`src/rtl/pc_pkg.sv`:
```
// pc_pkg: condition codes, flag indices and branch condition evaluation
package pc_pkg;
  localparam logic [2:0] COND_NEQ  = 3'b000;
  localparam logic [2:0] COND_EQ   = 3'b001;
  localparam logic [2:0] COND_GT   = 3'b010;
  localparam logic [2:0] COND_LT   = 3'b011;
  localparam logic [2:0] COND_GTE  = 3'b100;
  localparam logic [2:0] COND_LTE  = 3'b101;
  localparam logic [2:0] COND_OVFL = 3'b110;
  localparam logic [2:0] COND_UNC  = 3'b111;
  localparam int FLAG_N = 0;
  localparam int FLAG_Z = 1;
  localparam int FLAG_V = 2;
  function automatic logic cond_eval(input logic [2:0] cond, input logic [2:0] flags);
    logic n, z, v;
    logic [7:0] t;
    n = flags[FLAG_N];
    z = flags[FLAG_Z];
    v = flags[FLAG_V];
    t = {1'b1, v, n | z, z | ~n, n, ~z & ~n, z, ~z};
    return t[cond];
  endfunction
endpackage

```
`src/rtl/ras_stack.sv`:
```
// ras_stack: circular return-address stack with saturating occupancy count
module ras_stack #(
  parameter int DEPTH = 4,
  parameter int W     = 16
) (
  input  logic         clk,
  input  logic         rst_n,
  input  logic         push,
  input  logic         pop,
  input  logic [W-1:0] push_data,
  output logic [W-1:0] top,
  output logic         empty,
  output logic         full
);
  localparam int PW = $clog2(DEPTH);
  logic [W-1:0] mem [DEPTH];
  logic [PW-1:0] ptr;
  logic [PW:0] cnt;
  always_ff @(posedge clk)
    if (push) mem[ptr] <= push_data;
  always_ff @(posedge clk or negedge rst_n)
    if (!rst_n) begin
      ptr <= '0;
      cnt <= '0;
    end else if (push) begin
      ptr <= ptr + PW'(1);
      cnt <= full ? cnt : cnt + (PW+1)'(1);
    end else if (pop) begin
      ptr <= ptr - PW'(1);
      cnt <= cnt - (PW+1)'(1);
    end
  assign top   = mem[ptr - PW'(1)];
  assign empty = cnt == '0;
  assign full  = cnt == (PW+1)'(DEPTH);
endmodule

```
`src/rtl/pc_sequencer.sv`:
```
// pc_sequencer: registered PC with conditional/indirect branches, call/return stack, stall and sticky halt
module pc_sequencer
  import pc_pkg::*;
#(
  parameter int ADDR_W    = 16,
  parameter int IMM_W     = 9,
  parameter int RAS_DEPTH = 4,
  parameter logic [ADDR_W-1:0] RESET_PC = '0
) (
  input  logic              clk,
  input  logic              rst_n,
  input  logic              stall,
  input  logic              halt,
  input  logic              br_en,
  input  logic              br_reg,
  input  logic [2:0]        cond,
  input  logic [2:0]        flags,
  input  logic [IMM_W-1:0]  imm,
  input  logic [ADDR_W-1:0] reg_target,
  input  logic              call,
  input  logic              ret,
  output logic [ADDR_W-1:0] pc,
  output logic [ADDR_W-1:0] pc_plus2,
  output logic              taken,
  output logic              halted,
  output logic              ras_empty,
  output logic              ras_full,
  output logic              ras_err
);
  logic [ADDR_W-1:0] target, pc_next, ras_top, offset;
  logic both, advance, push, pop, err_next;
  assign offset   = {{(ADDR_W-IMM_W){imm[IMM_W-1]}}, imm} << 1;
  assign pc_plus2 = pc + ADDR_W'(2);
  assign target   = br_reg ? reg_target : pc_plus2 + offset;
  assign both     = call & ret;
  assign taken    = rst_n & ~halted & ~halt & ~both & (ret ? ~ras_empty : (call | (br_en & cond_eval(cond, flags))));
  assign pc_next  = ~taken ? pc_plus2 : ret ? ras_top : target;
  assign advance  = ~stall & ~halted & ~halt;
  assign push     = advance & call & ~ret;
  assign pop      = advance & ret & ~call & ~ras_empty;
  assign err_next = advance & (both | (ret & ras_empty));
  ras_stack #(.DEPTH(RAS_DEPTH), .W(ADDR_W)) u_ras (
    .clk(clk),
    .rst_n(rst_n),
    .push(push),
    .pop(pop),
    .push_data(pc_plus2),
    .top(ras_top),
    .empty(ras_empty),
    .full(ras_full)
  );
  always_ff @(posedge clk or negedge rst_n)
    if (!rst_n) begin
      pc      <= RESET_PC;
      halted  <= 1'b0;
      ras_err <= 1'b0;
    end else begin
      ras_err <= err_next;
      if (!stall && !halted) begin
        halted <= halt;
        if (!halt) pc <= pc_next;
      end
    end
endmodule

```
`config.mk`:
```
export PLATFORM = sky130hd
export DESIGN_NAME = pc_sequencer
export DESIGN_NICKNAME = d
export VERILOG_FILES = /design/src/rtl/pc_pkg.sv /design/src/rtl/ras_stack.sv /design/src/rtl/pc_sequencer.sv
export SDC_FILE = /design/constraint.sdc
export NUM_CORES = 1
export LEC_CHECK = 0
export CAP_MARGIN = 20
export CORE_MARGIN = 1
export CORE_UTILIZATION = 52
export CTS_CLUSTER_SIZE = 12
export DETAILED_ROUTE_END_ITERATION = 10
export GPL_TIMING_DRIVEN = 0
export HOLD_SLACK_MARGIN = 0.15
export MAX_ROUTING_LAYER = met4
export PLACE_DENSITY = 0.77
export SYNTH_ARGS = -nofsm -noshare
export SYNTH_HDL_FRONTEND = slang
export SYNTH_SLANG_ARGS = --single-unit
```
`constraint.sdc`:
```
create_clock -name clk -period 8.8 [get_ports clk]
set_clock_uncertainty 0.05 [all_clocks]
set_input_delay 1.76 -clock clk [delete_from_list [all_inputs] [get_ports clk]]
set_output_delay 1.76 -clock clk [all_outputs]
set_load 0.1 [all_outputs]
```
== Word-level counts from Yosys, hierarchy flattened ==
Memories as Yosys holds them, arrays and structs flattened.
Cells that the tools add are included.

* Logic and storage cells: 64
* Input bits: 39
* Memory bits (writable): 64
* Bits in registers: 23
* Output and inout port bits: 37
* Memories kept: 1

* $lt $le $gt $ge: 1
* $add $sub $neg: 6
* Mux-type cells: 13
* Reduce and logical (&&, ||, !) cells: 7
* Bitwise gates (word level): 29
* Equal/unequal tests: 2

{| class="wikitable"
|+ Memories
! memory !! depth !! width !! read ports !! clocked after memory_dff !! write ports !! line !! RTL
|-
| u_ras.mem || 4 || 16 || 1 || 0 || 1 || ras_stack.sv:16 || <nowiki>logic [W-1:0] mem [DEPTH];</nowiki>
|}

{| class="wikitable"
|+ Operators with widths
! kind !! count
|-
| two-way mux 16 bit || 3
|-
| adder 16 bit || 1
|-
| adder 16 x 2 -> 16 bit, second input constant || 1
|-
| AND 1 bit || 16
|-
| two-way mux 3 bit || 3
|-
| inverter 1 bit || 9
|-
| < comparator 3 x 4 -> 1 bit, second input constant || 1
|-
| two-way mux 1 bit || 4
|-
| two-way mux 2 bit || 2
|-
| OR 1 bit || 4
|-
| AND reduction 2 bit || 2
|-
| adder 3 x 1 -> 3 bit, second input constant || 1
|-
| binary-select mux 1 bit (select 3 bit) || 1
|-
| equality test 3 bit, second input constant || 1
|-
| logical NOT 3 bit || 1
|-
| subtractor 3 x 1 -> 3 bit, second input constant || 1
|-
| adder 2 x 1 -> 2 bit, second input constant || 1
|-
| logical NOT 1 bit || 2
|-
| != test 2 bit, second input constant || 1
|-
| nonzero test 2 bit || 1
|-
| subtractor 2 x 1 -> 2 bit, second input constant || 1
|-
| logical AND 1 bit || 1
|}

== Depth between registers and ports, before layout ==
* Depth in word-level cells: 9
* Gate-level depth with buffers: 13
* Mapped depth without buffers: 13

== Hierarchy ==
Synthesis repeated with hierarchy kept, for this count alone.

* Cell total of the unflattened synthesis: 408
* Area total of the unflattened synthesis: 4889.7 µm²

{| class="wikitable"
|+ Modules (own cells, without submodules)
! module !! area an instance (µm²) !! instances !! cells each !! sequential area each (µm²)
|-
| ras_stack || 2721.4 || 1 || 121 || 2047.0
|-
| pc_sequencer || 2168.3 || 1 || 287 || 450.4
|}

== Worst setup path after synthesis ==
No wires, ideal clock.

* Kind: flip-flop to output port
* Start point: reg pc[1]
* End point: out pc_plus2[11]
* Arrival: 3701 ps
* Path buffers: 0
* Required time: 6990 ps
* Setup slack: 3289 ps
* Stages on the path, launching flop included: 6
* Cell sequence: dfrtp_1 > ha_1 > nand3_4 > nor2_4 > nand3_1 > xnor2_1

* Word-level cells in the longest chain between the ends: 1

{| class="wikitable"
|+ RTL lines
! what !! line !! RTL
|-
| from (decl) || pc_sequencer.sv:22 || <nowiki>output logic [ADDR_W-1:0] pc,</nowiki>
|-
| from (signal assigned) || pc_sequencer.sv:61 || <nowiki>if (!halt) pc <= pc_next;</nowiki>
|-
| adder 16 x 2 -> 16 bit || pc_sequencer.sv:33 || <nowiki>assign pc_plus2 = pc + ADDR_W'(2);</nowiki>
|-
| to (decl) || pc_sequencer.sv:23 || <nowiki>output logic [ADDR_W-1:0] pc_plus2,</nowiki>
|}

No other way between the ends.

== Final worst setup path ==
* Start point: in rst_n
* End point: out taken

* Word-level cells in the longest chain between the ends: 4

{| class="wikitable"
|+ RTL lines
! what !! line !! RTL
|-
| from (decl) || pc_sequencer.sv:11 || <nowiki>input logic rst_n,</nowiki>
|-
| AND 1 bit (4 in a row) || pc_sequencer.sv:36 || <nowiki>assign taken = rst_n & ~halted & ~halt & ~both & (ret ? ~ras_empty : (call | (br_en & cond_eval(cond, flags))) ...</nowiki>
|-
| to (decl) || pc_sequencer.sv:24 || <nowiki>output logic taken,</nowiki>
|}

No other way between the ends.

==> flow_summary.toml <==
[synthesis]
yosys.area_share.adder_pct = 6.34
synth_top_cells_by_area = "sky130_fd_sc_hd__edfxtp_1, sky130_fd_sc_hd__dfrtp_1, sky130_fd_sc_hd__mux4_2"
synth_simple_gate_area_share_pct = 13.2
synth_async_sr_flop_share_pct = 26.4
synth_compound_area_share_pct = 13.0
main_combinational_cell_family_by_area_after_synthesis = "simple AND/OR/NAND/NOR gates"
synth.top_cell.area_share_pct = 38.7
synth_top_cells_by_count = "sky130_fd_sc_hd__edfxtp_1, sky130_fd_sc_hd__a21oi_1, sky130_fd_sc_hd__nand2_1"
synth_xor_area_share_pct = 5.44
synth.largest_area_cell = "sky130_fd_sc_hd__edfxtp_1"
ys_seq_elements = 87
ys_seq_area_share_pct = 50.3
count_of_synthesis_stage_warnings_from_yosys = 0
mapped_nets = 474
ys_types = 66
synth_area_sq_mm = 0.00497
count_of_flip_flops_with_a_built_in_enable_after_synthesis = 64
synth_area_per_cell_sq_um = 12.1
yosysMostFrequentCell = "sky130_fd_sc_hd__edfxtp_1"
ys.flop_type = "sky130_fd_sc_hd__edfxtp_1"
syn-instance-count = 411
yosys-mux-area-fraction_pct = 8.53

[floorplan]
initial_core_utilization_pct = 53.8
placeableCoreArea_sq_mm = 0.00924
floorplan.die.width_um = 99.8
floorplan.io_pins = 76
die_h_um = 99.8
std_cell_rows = 35
floorplan.die_area_sq_mm = 0.00995

[setup_path]
critPathArrivalTime_ns = 4.59
crit_required_ns = 6.99
regToRegStartpoint = "pc[1]"
timing_worst_setup_path_type = "in2out"
endpoint = "taken"
worst-path-max-fanout = 14
r2r_cell_count = 13
setup.reg_to_reg.worst_slack_ns = 5.08
critical_path.startpoint = "rst_n"
worst_r2r_endpoint = "pc[15]"
crit_path_end_kind = "output port"
setup.worst_path.start_class = "primary input"

[cts]
htree_levels = 3
ctsRootBufferMaster = "sky130_fd_sc_hd__clkbuf_8"
clkSlewWorstSetupHoldPaths_ns = 0.09
cts_tree = "done"
clock_latency_ns = 0.37
post_cts_buffers = 0
cts_max_path_buffers = 2
inserted_clock_buffers = 9
cts_hold_repair.buffers = 0
post_cts.resized_instances = 0
clock_sink_count = 87

[sta]
worst_slew_slack_as_a_fraction_of_its_limit_pct = 30.5
final.setup.tns_ns = 0
post-route-period-util_pct = 72.7
worst_slew_pin_slew_ns = 1.04
max_slew_violation_total_from_the_final_report = 0
report.final.hold_viol_count = 0
fmax_mhz = 156
holdWs_ns = 0.447
min_period_ns = 6.40
grt_setup_unrepaired = "false"
report.final.setup_viol = 0

[grt]
grt_pass1_vias = 3809
grt_max_degree = 17
grt_pass1_wl_um = 20700
track_usage_pct = 28.9
grt-ovfl-total = 0
antenna_found_initial = 0

[routing]
detail_route.wl_per_cell_um = 20.9
postRouteAntennaNets = 0
detail_route.wirelength_um = 13200
initialDrtViolationCount = 242
via_per_inst = 6.08
via_count = 3844
first_pass_iteration_count_of_the_detailed_router = 5
drc_errors = 0

[power_and_ir_drop]
power_per_cell_area_mw_per_mm2 = 197
power.ir.vdd_worst_mv = 0.107
p_leak_uw = 0.00224
total_power_uw = 1200

[cells_and_area]
finish.cell_count_without_fillers = 632
area_growth_pct = 23.2
antenna_cells = 0
drive_above_1_share_pct = 11.5
fill_cells = 712
finish.net_count = 561

[place]
gp_congestion = 0.930
detailedPlacementHpwl_um = 9440
place_inst = 616
buffer_ports.inserted = 75

[hold_path]
hold_start = "u_ras.cnt[2]"
hold_class = "reg2reg"

[flow_run]
max_cap_viol_count = 0

[run_status]
status = "finished clean"
-- worst max-delay path: stages --
cell and delay (ns):
sky130_fd_sc_hd__clkdlybuf4s50_1 0.85, sky130_fd_sc_hd__buf_8 0.25, sky130_fd_sc_hd__and2_1 0.15, sky130_fd_sc_hd__nand2_2 0.08
sky130_fd_sc_hd__inv_4 0.12, sky130_fd_sc_hd__buf_4 0.21, sky130_fd_sc_hd__clkdlybuf4s50_1 1.16
-- kinds of logic after synthesis --
logic type | Yosys count
XOR/XNOR | 30
buffers and inverters | 32
AND/OR/NAND/NOR | 113
multiplexers | 22
adder cells (fa/ha/maj) | 24
AO/OA/AOI/OAI | 103
flip-flops | 87
-- per-layer routing --
metal  share of wire (%)  GRT usage [%]  up-vias
met5                   0              -        -
met4                 1.4           9.39        0
met3                 6.0           4.01       18
met2                  51           46.4      174
met1                  42           38.2     1905
li1                    -              -     1747
-- report_power, final --
group / leakage [uW] / internal (uW) / switching, uW
Clock: 0.000108 / 163 / 156
Sequential: 0.000828 / 458 / 16.9
Combinational: 0.00131 / 136 / 274
-- registers in the layout, summed over array words and instances (netlist names) --
name and cells:
halted 1, pc 16, ras_err 1, u_ras.cnt 3
u_ras.mem 64, u_ras.ptr 2
-- worst min-delay path by stage --
| stage | cells past startpoint | end | slack, ns |
|---|---|---|---|
| 3_5_place_dp | 1 | u_ras.cnt[2] | 0.43 |
| 3_3_place_gp | 1 | u_ras.cnt[2] | 0.42 |
| 2_1_floorplan | 1 | u_ras.cnt[2] | 0.41 |
| 4_1_cts | 1 | u_ras.cnt[2] | 0.44 |
| 6_report | 1 | u_ras.cnt[2] | 0.45 |
| 5_1_grt | 1 | u_ras.cnt[2] | 0.46 |
-- final cells by class --
| class | count | area [sq um] | area share [%] |
|---|---|---|---|
| inverter | 13 | 51.3 | 0.838 |
| buffer | 19 | 110 | 1.80 |
| tap | 129 | 161 | 2.64 |
| timing repair buffer | 76 | 766 | 12.5 |
| multi-input combinational | 292 | 2310 | 37.7 |
| sequential | 87 | 2500 | 40.8 |
| clock inverter | 7 | 104 | 1.70 |
| clock buffer | 9 | 124 | 2.02 |
-- stage by stage --
stage	worst slack (ns)	utilization [%]	cell area [sq um]
floorplan	3.29	-	4970
global placement	2.13	63.7	5880
detailed placement	2.42	63.8	5900
CTS	2.40	66.3	6120
global route	2.27	66.3	6120
finish	2.40	66.3	6120
-- cells in the final DEF, fill, tap and decap left out, types with 3 or more instances in the layout --
cell type / count
sky130_fd_sc_hd__o21ai_1: 4
sky130_fd_sc_hd__a211o_1: 3
sky130_fd_sc_hd__edfxtp_1: 64
sky130_fd_sc_hd__o21ai_0: 17
sky130_fd_sc_hd__and3_1: 5
sky130_fd_sc_hd__clkbuf_1: 7
sky130_fd_sc_hd__mux4_2: 16
sky130_fd_sc_hd__clkbuf_8: 9
sky130_fd_sc_hd__a211oi_1: 4
sky130_fd_sc_hd__o211ai_1: 6
sky130_fd_sc_hd__nor3_1: 6
sky130_fd_sc_hd__nand2b_1: 3
sky130_fd_sc_hd__ha_1: 22
sky130_fd_sc_hd__a31oi_1: 5
sky130_fd_sc_hd__mux2i_1: 3
sky130_fd_sc_hd__nor2_1: 24
sky130_fd_sc_hd__clkdlybuf4s50_1: 75
sky130_fd_sc_hd__nand2_1: 27
sky130_fd_sc_hd__nor2b_1: 5
sky130_fd_sc_hd__dfrtp_1: 23
sky130_fd_sc_hd__inv_1: 12
sky130_fd_sc_hd__nor3b_1: 3
sky130_fd_sc_hd__buf_4: 5
sky130_fd_sc_hd__nand4_1: 5
sky130_fd_sc_hd__nand3_1: 11
sky130_fd_sc_hd__or3_1: 4
sky130_fd_sc_hd__xnor2_1: 15
sky130_fd_sc_hd__buf_2: 4
sky130_fd_sc_hd__a21oi_1: 35
sky130_fd_sc_hd__xor2_1: 14
sky130_fd_sc_hd__o22ai_1: 7
sky130_fd_sc_hd__a21o_1: 5
No activity file was read; power rests on OpenSTA's default activity.
